==> config.mk <==
export PLATFORM = sky130hd
export DESIGN_NAME = instr_buffer_flat
export DESIGN_NICKNAME = d
export VERILOG_FILES = /design/src/rtl/instr_buffer_pkg.sv /design/src/rtl/instr_buffer_if.sv /design/src/rtl/instr_buffer.sv /design/src/flat_wrapper.sv
export SDC_FILE = /design/constraint.sdc
export NUM_CORES = 1
export LEC_CHECK = 0
export ABC_AREA = 0
export CAP_MARGIN = 20
export CORE_MARGIN = 3
export CORE_UTILIZATION = 50
export DETAILED_ROUTE_END_ITERATION = 6
export PLACE_DENSITY = 0.83
export SLEW_MARGIN = 20
export SYNTH_ARGS = -nofsm -noshare
export SYNTH_HDL_FRONTEND = slang
export SYNTH_SLANG_ARGS = --single-unit
==> constraint.sdc <==
create_clock -name clock -period 12.4 [get_ports clock]
set_input_delay 2.48 -clock clock [delete_from_list [all_inputs] [get_ports clock]]
set_output_delay 2.48 -clock clock [all_outputs]
set_load 0.01 [all_outputs]
==> src/rtl/instr_buffer_pkg.sv <==
// Shared fetch/dispatch types and sizing constants for the instruction buffer.
package instr_buffer_pkg;

    localparam int unsigned XLEN     = 32;
    localparam int unsigned IB_DEPTH = 8;

    typedef struct packed {
        logic [31:0]     inst;
        logic [XLEN-1:0] PC;
        logic [XLEN-1:0] NPC;
        logic            valid;
    } IF_IB_PACKET;

endpackage

==> src/rtl/instr_buffer_if.sv <==
// Fetch/dispatch-facing bus of the instruction buffer; slave is the buffer side.
interface instr_buffer_if
    import instr_buffer_pkg::*;
#(
    parameter int unsigned DEPTH = IB_DEPTH
) ();

    localparam int unsigned CNT_W = $clog2(DEPTH) + 1;

    IF_IB_PACKET      if_ib_packet;
    logic             squash;
    logic             dp_take;
    IF_IB_PACKET      ib_dp_packet;
    logic             ib_full;
    logic             ib_empty;
    logic [CNT_W-1:0] ib_count;

    modport slave (
        input  if_ib_packet,
        input  squash,
        input  dp_take,
        output ib_dp_packet,
        output ib_full,
        output ib_empty,
        output ib_count
    );

    modport master (
        output if_ib_packet,
        output squash,
        output dp_take,
        input  ib_dp_packet,
        input  ib_full,
        input  ib_empty,
        input  ib_count
    );

endinterface

==> src/rtl/instr_buffer.sv <==
// In-order instruction FIFO between fetch and dispatch with squash flush.
// Status outputs come only from registered count; head output only from registers.
module instr_buffer
    import instr_buffer_pkg::*;
#(
    parameter int unsigned DEPTH       = IB_DEPTH,
    parameter bit          PROTO_CHECK = 1'b1
) (
    input  logic          clock,
    input  logic          reset,
    instr_buffer_if.slave ib
);

    localparam int unsigned PTR_W = $clog2(DEPTH);
    localparam int unsigned CNT_W = PTR_W + 1;

    if (DEPTH < 2 || (DEPTH & (DEPTH - 1)) != 0) begin : g_bad_depth
        $error("instr_buffer: DEPTH must be a power of two and at least 2");
    end

    IF_IB_PACKET      storage_q [DEPTH];
    logic [PTR_W-1:0] head_q, head_d;
    logic [PTR_W-1:0] tail_q, tail_d;
    logic [CNT_W-1:0] count_q, count_d;
    logic             full;
    logic             empty;
    logic             push;
    logic             pop;
    IF_IB_PACKET      head_pkt;

    always_comb begin
        full  = (count_q == CNT_W'(DEPTH));
        empty = (count_q == '0);
        push  = ib.if_ib_packet.valid && !full && !ib.squash;
        pop   = ib.dp_take && !empty && !ib.squash;
    end

    // Pointer/count next state; squash wins over any push or pop this cycle.
    always_comb begin
        head_d  = head_q;
        tail_d  = tail_q;
        count_d = count_q;
        if (ib.squash) begin
            head_d  = '0;
            tail_d  = '0;
            count_d = '0;
        end else begin
            if (push) begin
                tail_d = tail_q + PTR_W'(1);
            end
            if (pop) begin
                head_d = head_q + PTR_W'(1);
            end
            if (push && !pop) begin
                count_d = count_q + CNT_W'(1);
            end else if (pop && !push) begin
                count_d = count_q - CNT_W'(1);
            end
        end
    end

    always_ff @(posedge clock) begin
        if (reset) begin
            head_q  <= '0;
            tail_q  <= '0;
            count_q <= '0;
        end else begin
            head_q  <= head_d;
            tail_q  <= tail_d;
            count_q <= count_d;
        end
    end

    // Payload storage carries no reset; occupancy alone decides what is live.
    always_ff @(posedge clock) begin
        if (!reset && push) begin
            storage_q[tail_q] <= ib.if_ib_packet;
        end
    end

    always_comb begin
        head_pkt       = storage_q[head_q];
        head_pkt.valid = 1'b1;
        ib.ib_dp_packet = empty ? '0 : head_pkt;
        ib.ib_full      = full;
        ib.ib_empty     = empty;
        ib.ib_count     = count_q;
    end

    if (PROTO_CHECK) begin : g_proto_check
        a_no_push_when_full: assert property (@(posedge clock) disable iff (reset)
            !(ib.if_ib_packet.valid && full))
            else $error("instr_buffer: fetch presented a valid packet while full");
    end

endmodule

==> src/flat_wrapper.sv <==
// flat-port wrapper written by rule: the top's interface ports become plain ports
module instr_buffer_flat import instr_buffer_pkg::*;
#(
    parameter int unsigned DEPTH       = IB_DEPTH,
    parameter bit          PROTO_CHECK = 1'b1
)
  (clock, reset, ib_if_ib_packet, ib_squash, ib_dp_take, ib_ib_dp_packet, ib_ib_full, ib_ib_empty, ib_ib_count);
  instr_buffer_if #(.DEPTH(DEPTH)) ib_i ();
  input  logic clock;
  input  logic reset;
  input wire logic [$bits(ib_i.if_ib_packet)-1:0] ib_if_ib_packet;
  input wire logic [$bits(ib_i.squash)-1:0] ib_squash;
  input wire logic [$bits(ib_i.dp_take)-1:0] ib_dp_take;
  output wire logic [$bits(ib_i.ib_dp_packet)-1:0] ib_ib_dp_packet;
  output wire logic [$bits(ib_i.ib_full)-1:0] ib_ib_full;
  output wire logic [$bits(ib_i.ib_empty)-1:0] ib_ib_empty;
  output wire logic [$bits(ib_i.ib_count)-1:0] ib_ib_count;
  assign ib_i.if_ib_packet = ib_if_ib_packet;
  assign ib_i.squash = ib_squash;
  assign ib_i.dp_take = ib_dp_take;
  assign ib_ib_dp_packet = ib_i.ib_dp_packet;
  assign ib_ib_full = ib_i.ib_full;
  assign ib_ib_empty = ib_i.ib_empty;
  assign ib_ib_count = ib_i.ib_count;
  instr_buffer #(.DEPTH(DEPTH), .PROTO_CHECK(PROTO_CHECK)) u_core (.clock(clock), .reset(reset), .ib(ib_i));
endmodule
==> impl_metrics.py, run 1 <==
metrics = {
    "grt": {
        "antenna_found_initial": 5,
        "grt_max_degree": 107,
        "grt_usage_pct": 19.7,
        "grt_pass1_wl_um": 92400,
        "grt_overflow": 0,
        "grt_pass1_vias": 14540,
    },
    "die": {
        "die_area_mm2": 0.0628,
        "io_pins": 204,
        "fp-row-count": 89,
        "core_mm2": 0.0591,
        "die_w_um": 251,
        "chipHeight_um": 251,
        "initial_core_util_pct": 50.6,
    },
    "drt": {
        "drt_iter0_drc": 1228,
        "via_per_inst": 5.80,
        "vias": 13751,
        "ant_nets": 0,
        "wl_um": 61200,
        "wl_per_cell_um": 25.8,
        "drc": 0,
        "drt_pass1_iterations": 5,
    },
    "clock_network": {
        "clk_latency_ns": 0.61,
        "cts-root-buf": "clkbuf_16",
        "htree_levels": 3,
        "path_clk_slew_ns": 0.06,
        "cts_resized": 0,
        "clock-sinks": 781,
        "tritoncts": "yes",
        "cts_hold_buf": 0,
        "cts_buffers": 77,
        "post_cts_buffers": 0,
        "cts_max_path_buffers": 3,
    },
    "logic_synthesis": {
        "ys_seq_area_share_pct": 77.9,
        "ys_ff_latch": 781,
        "syn_inst": 1292,
        "async_flop_share_pct": 0,
        "syn_area_mm2": 0.0299,
        "syn_nets": 1399,
        "ys.warnings.count": 0,
        "synth_flop_cell": "edfxtp_1",
        "syn_area_per_cell_um2": 23.2,
        "synth_top_cell_area_share_pct": 77.1,
        "synth_edf_count": 768,
        "yosysTopAreaCell": "edfxtp_1",
        "synthDistinctLibCells": 33,
        "synth_area_leaders": "edfxtp_1 77%, mux4_2 14%, mux2i_1 3.3%, nor2_1 1.5%, dfxtp_1 0.87%",
    },
    "layout": {
        "fillers": 4041,
        "layout_common_cells": "768 x edfxtp_1, 203 x clkdlybuf4s50_1, 192 x mux4_2",
        "syn_to_final_growth_pct": 17.4,
        "fin_nets": 1638,
        "drive_gt1_share_pct": 21.3,
        "layoutNonFillerInstCount": 2371,
        "utilization_pct": 59.4,
        "layout.cells.most_common": "edfxtp_1",
    },
    "placement": {
        "post-dp-hpwl_um": 32500,
        "portBuffers": 203,
        "dp_cells": 2225,
        "globalplace.congestion": 0.725,
    },
    "timing": {
        "max_freq_mhz": 155,
        "fin_crit_sh_pct": 52.0,
        "hold_slack_ns": 0.515,
        "setup_viol": 0,
        "fin_worst_skew_ns": 0.0181,
        "worst_pin_slew_ns": 1.10,
        "setup_tns_ns": 0,
        "slew_violations": 0,
        "relSlewSlack_pct": 26.6,
        "rsz0062_at_grt": "false",
        "hold_viol": 0,
        "fin_crit_ns": 6.44,
    },
    "critical_path": {
        "path_max_fanout": 68,
        "crit_type": "register to primary output",
        "r2r_setup_slack_ns": 8.94,
        "crit_buf_inv": 3,
        "max_stage_delay_ns": 0.80,
        "critPathRequiredTime_ns": 9.92,
        "crit_chain": "buf_16 -> buf_4 -> mux4_2 -> mux2i_1 -> nor2_1 -> clkdlybuf4s50_1",
        "start_kind": "register",
        "critPathCaptureType": "primary output",
        "crit_slowest_cell": "buf_4",
        "crit_family": "buffers and inverters",
        "critical_path_arrival_ns": 3.96,
    },
    "power_and_ir_drop": {
        "seqPwrFrac_pct": 53.9,
        "peakVddDrop_v": 0.000151,
        "p_clk_share_pct": 41.1,
        "internal-power_mw": 4.33,
        "combPwrFrac_pct": 5.1,
        "leakage_nw": 10.5,
        "power.density_mw_per_mm2": 154,
        "switchingPower_mw": 1.09,
        "sw_frac_of_total_pct": 20.2,
        "finalPower_mw": 5.42,
    },
    "min_path": {
        "hold_class": "register to register",
    },
    "run_status": {
        "status": "finished clean",
    },
    "flow_run": {
        "maxCapViolCount": 0,
    },
}
cell type report:
type / count / area (um2) / area share, %
clock inverter: 44 / 339 / 0.965
multi-input combinational: 441 / 6120 / 17.4
inverter: 4 / 17.5 / 0.0499
sequential: 781 / 23300 / 66.4
antenna: 3 / 7.51 / 0.0214
tap: 773 / 967 / 2.75
timing repair buffer: 226 / 2240 / 6.37
clock buffer: 99 / 2090 / 5.96
through the flow:
| stage | cell area (um2) | setup WS (ns) |
|---|---|---|
| detailed placement | 32700 | 6.47 |
| finish | 35100 | 5.96 |
| floorplan | 29900 | 3.69 |
| CTS | 35100 | 5.83 |
| global route | 35100 | 5.59 |
| global placement | 32700 | 6.34 |
registers in the layout, indices dropped and copies added, names as in the netlist, named ones only:
register,flops
u_core.head_q,3
u_core.ib.ib_count,4
u_core.storage_q,768
u_core.tail_q,3
cell families (layout without fill, tap and decap cells):
logic type	count (synthesis)	count (layout)	synth area share (%)
flip-flops	781	781	77.9
multiplexers	291	291	17.8
AND/OR/NAND/NOR	133	133	1.89
buffers and inverters	70	373	1.86
adder cells (fa/ha/maj)	6	6	0.276
AO/OA/AOI/OAI	6	6	0.134
XOR/XNOR	5	5	0.146
other	0	3	0
layer usage:
metal | share of wire, % | up-vias | GRT usage [%]
li1 | - | 5877 | -
met2 | 51 | 472 | 33.1
met5 | 0.044 | - | 0
met3 | 6.9 | 83 | 4.54
met1 | 40 | 7315 | 26.8
met4 | 1.7 | 4 | 4.32
path summary, 6_finish.rpt:
check | from | to | cells past startpoint
setup / recovery | register | ib_ib_dp_packet[89] | 6
hold / removal | u_core.head_q[2] | register | 2
setup reg to reg | u_core.ib.ib_count[0] | u_core.storage_q[0][96] | 6
hold reg to reg | u_core.head_q[2] | register | 2
synth_stat cells, types with 4 or more instances:
master,number
edfxtp_1,768
buf_12,10
nor2_1,116
mux2i_1,99
buf_1,5
ha_1,5
buf_2,25
mux4_2,192
buf_6,11
dfxtp_1,13
clkbuf_1,11
xnor2_1,4
tightest hold or removal path, cell delays in order (launching register included):
cell and delay [ns]:
dfxtp_1 0.32, xnor2_1 0.11, nor2_1 0.04
power groups by stage:
stage / combinational [mW] / clock (mW) / sequential (mW)
3_3_place_gp: 0.271 / 0 / 2.97
6_report: 0.274 / 2.23 / 2.92
4_1_cts: 0.279 / 2.27 / 2.92
5_1_grt: 0.295 / 2.38 / 2.92
2_1_floorplan: 0.117 / 0 / 2.98
3_5_place_dp: 0.278 / 0 / 2.98
Note: power is estimated with default switching activity, not from simulation.
==> inputs of run 2 (changes only) <==
==> constraint.sdc (replaced) <==
create_clock -name clock -period 5.8 [get_ports clock]
set_input_delay 1.16 -clock clock [delete_from_list [all_inputs] [get_ports clock]]
set_output_delay 1.16 -clock clock [all_outputs]
set_load 0.01 [all_outputs]
==> impl_metrics.py, run 2 (synthesis gave the netlist of run 1 again) <==
metrics = {
    "run_status": {
        "status": "finished clean",
    },
    "layout": {
        "drive_gt1_share_pct": 21.3,
        "final_area_mm2": 0.0352,
        "utilization_pct": 59.6,
        "largest-register": "u_core.storage_q",
        "layout.cells.most_common": "edfxtp_1",
        "largest_reg_flops": 768,
        "fin_nets": 1643,
        "layout_common_cells": "768 x edfxtp_1, 203 x clkdlybuf4s50_1, 192 x mux4_2",
        "layoutNonFillerInstCount": 2366,
        "syn_to_final_growth_pct": 17.7,
    },
    "clock_network": {
        "cts_max_path_buffers": 3,
        "path_clk_slew_ns": 0.06,
        "cts_resized": 0,
        "clk_latency_ns": 0.60,
        "cts_buffers": 77,
        "cts_hold_buf": 0,
        "cts-root-buf": "clkbuf_16",
        "htree_levels": 3,
        "tritoncts": "yes",
        "clock-sinks": 781,
        "post_cts_buffers": 0,
    },
    "critical_path": {
        "start_kind": "register",
        "critical_path_arrival_ns": 3.57,
        "crit_type": "register to primary output",
        "critPathRequiredTime_ns": 4.64,
        "critPathCaptureType": "primary output",
        "path_max_fanout": 39,
    },
    "grt": {
        "antenna_found_initial": 10,
        "grt_pass1_vias": 14801,
        "grt_pass1_wl_um": 94500,
        "grt_usage_pct": 20.1,
        "grt_overflow": 0,
        "grt_max_degree": 97,
    },
    "timing": {
        "max_freq_mhz": 212,
        "relSlewSlack_pct": 42.4,
        "worst_pin_slew_ns": 0.864,
        "hold_viol": 0,
        "slew_violations": 0,
        "fin_crit_ns": 4.73,
        "fin_worst_skew_ns": 0.0111,
        "fin_crit_sh_pct": 81.5,
        "setup_tns_ns": 0,
        "rsz0062_at_grt": "false",
        "setup_viol": 0,
    },
    "drt": {
        "top_layer_used": "met5",
        "wl_per_cell_um": 26.3,
        "drt_pass1_iterations": 5,
        "wl_met1_um": 24500,
        "vias": 13892,
        "wl_um": 62300,
        "drt_iter0_drc": 1193,
        "ant_nets": 0,
        "met2_length_um": 32200,
        "drc": 0,
        "via_per_inst": 5.87,
        "wl_met3_um": 4500,
    },
    "die": {
        "initial_core_util_pct": 50.6,
        "chipHeight_um": 251,
        "die_area_mm2": 0.0628,
        "fp-row-count": 89,
        "core_mm2": 0.0591,
        "io_pins": 204,
        "die_w_um": 251,
    },
    "power_and_ir_drop": {
        "switchingPower_mw": 2.30,
        "seqPwrFrac_pct": 54.2,
        "power.density_mw_per_mm2": 327,
        "combPwrFrac_pct": 5.2,
        "p_clk_share_pct": 40.6,
        "leakage_nw": 10.5,
        "peakVddDrop_v": 0.000313,
        "internal-power_mw": 9.22,
        "sw_frac_of_total_pct": 20.0,
    },
    "placement": {
        "portBuffers": 203,
        "globalplace.congestion": 0.724,
        "dpl-instance-area_mm2": 0.0329,
        "post-dp-hpwl_um": 32400,
        "dp_cells": 2230,
    },
    "flow_run": {
        "maxCapViolCount": 0,
    },
    "min_path": {
        "hold_class": "register to register",
    },
}
[run 2: cell count changes in the layout (fill, tap and decap cells not counted)]
cell | before | now
buf_12 | 1 | 14
diode_2 | 3 | 5
buf_16 | 1 | 0
clkinv_8 | 2 | 0
inv_8 | 0 | 1
clkinv_2 | 14 | 11
clkbuf_1 | 18 | 12
buf_4 | 21 | 14
inv_6 | 2 | 0
[run 2: per-layer routing]
| metal | vias to the layer above | track usage (%) |
|---|---|---|
| li1 | 5884 | - |
| met1 | 7363 | 26.7 |
| met2 | 548 | 33.9 |
| met5 | - | 0 |
| met4 | 10 | 5.80 |
| met3 | 87 | 4.13 |
[run 2: power by group through the flow]
| stage | combinational (mW) | clock (mW) | sequential (mW) |
|---|---|---|---|
| 2_1_floorplan | 0.250 | 0 | 6.36 |
| 3_3_place_gp | 0.590 | 0 | 6.36 |
| 3_5_place_dp | 0.603 | 0 | 6.36 |
| 4_1_cts | 0.609 | 4.76 | 6.24 |
| 5_1_grt | 0.641 | 4.99 | 6.24 |
| 6_report | 0.601 | 4.68 | 6.24 |
[run 2: path summary, 6_finish.rpt]
path	startpoint	endpoint	slack, ns	cells after the start
worst min-delay path	u_core.head_q[2]	register	0.54	2
worst min register to register	u_core.head_q[2]	register	0.54	2
worst max-delay path	register	ib_ib_dp_packet[32]	1.07	5
worst max register to register	u_core.ib.ib_count[0]	u_core.ib.ib_count[3]	2.26	12
[run 2: final cells by class]
| class | instances | area, um2 |
|---|---|---|
| well taps | 773 | 967 |
| multi-input cells | 441 | 6120 |
| repair buffers | 231 | 2420 |
| fillers | 3992 | 23900 |
| clock buffers | 93 | 2070 |
| clock inverters | 38 | 285 |
| flip-flops and latches | 781 | 23300 |
| inverters | 4 | 17.5 |
| diodes | 5 | 12.5 |
[run 2: worst max-delay path, cell delays in order, from the launching register on]
cell and delay (ns):
dfxtp_4 0.89, buf_4 0.51, mux4_2 0.56, mux2i_1 0.32, nor2_1 0.10, clkdlybuf4s50_1 0.53
[run 2: per-stage QoR]
stage	hold slack, ns	setup slack, ns	power (mW)
2_1_floorplan	0.476	-0.444	6.61
3_3_place_gp	0.503	1.67	6.95
5_1_grt	0.570	0.863	11.9
3_5_place_dp	0.523	1.64	6.96
6_report	0.538	1.07	11.5
4_1_cts	0.536	0.944	11.6
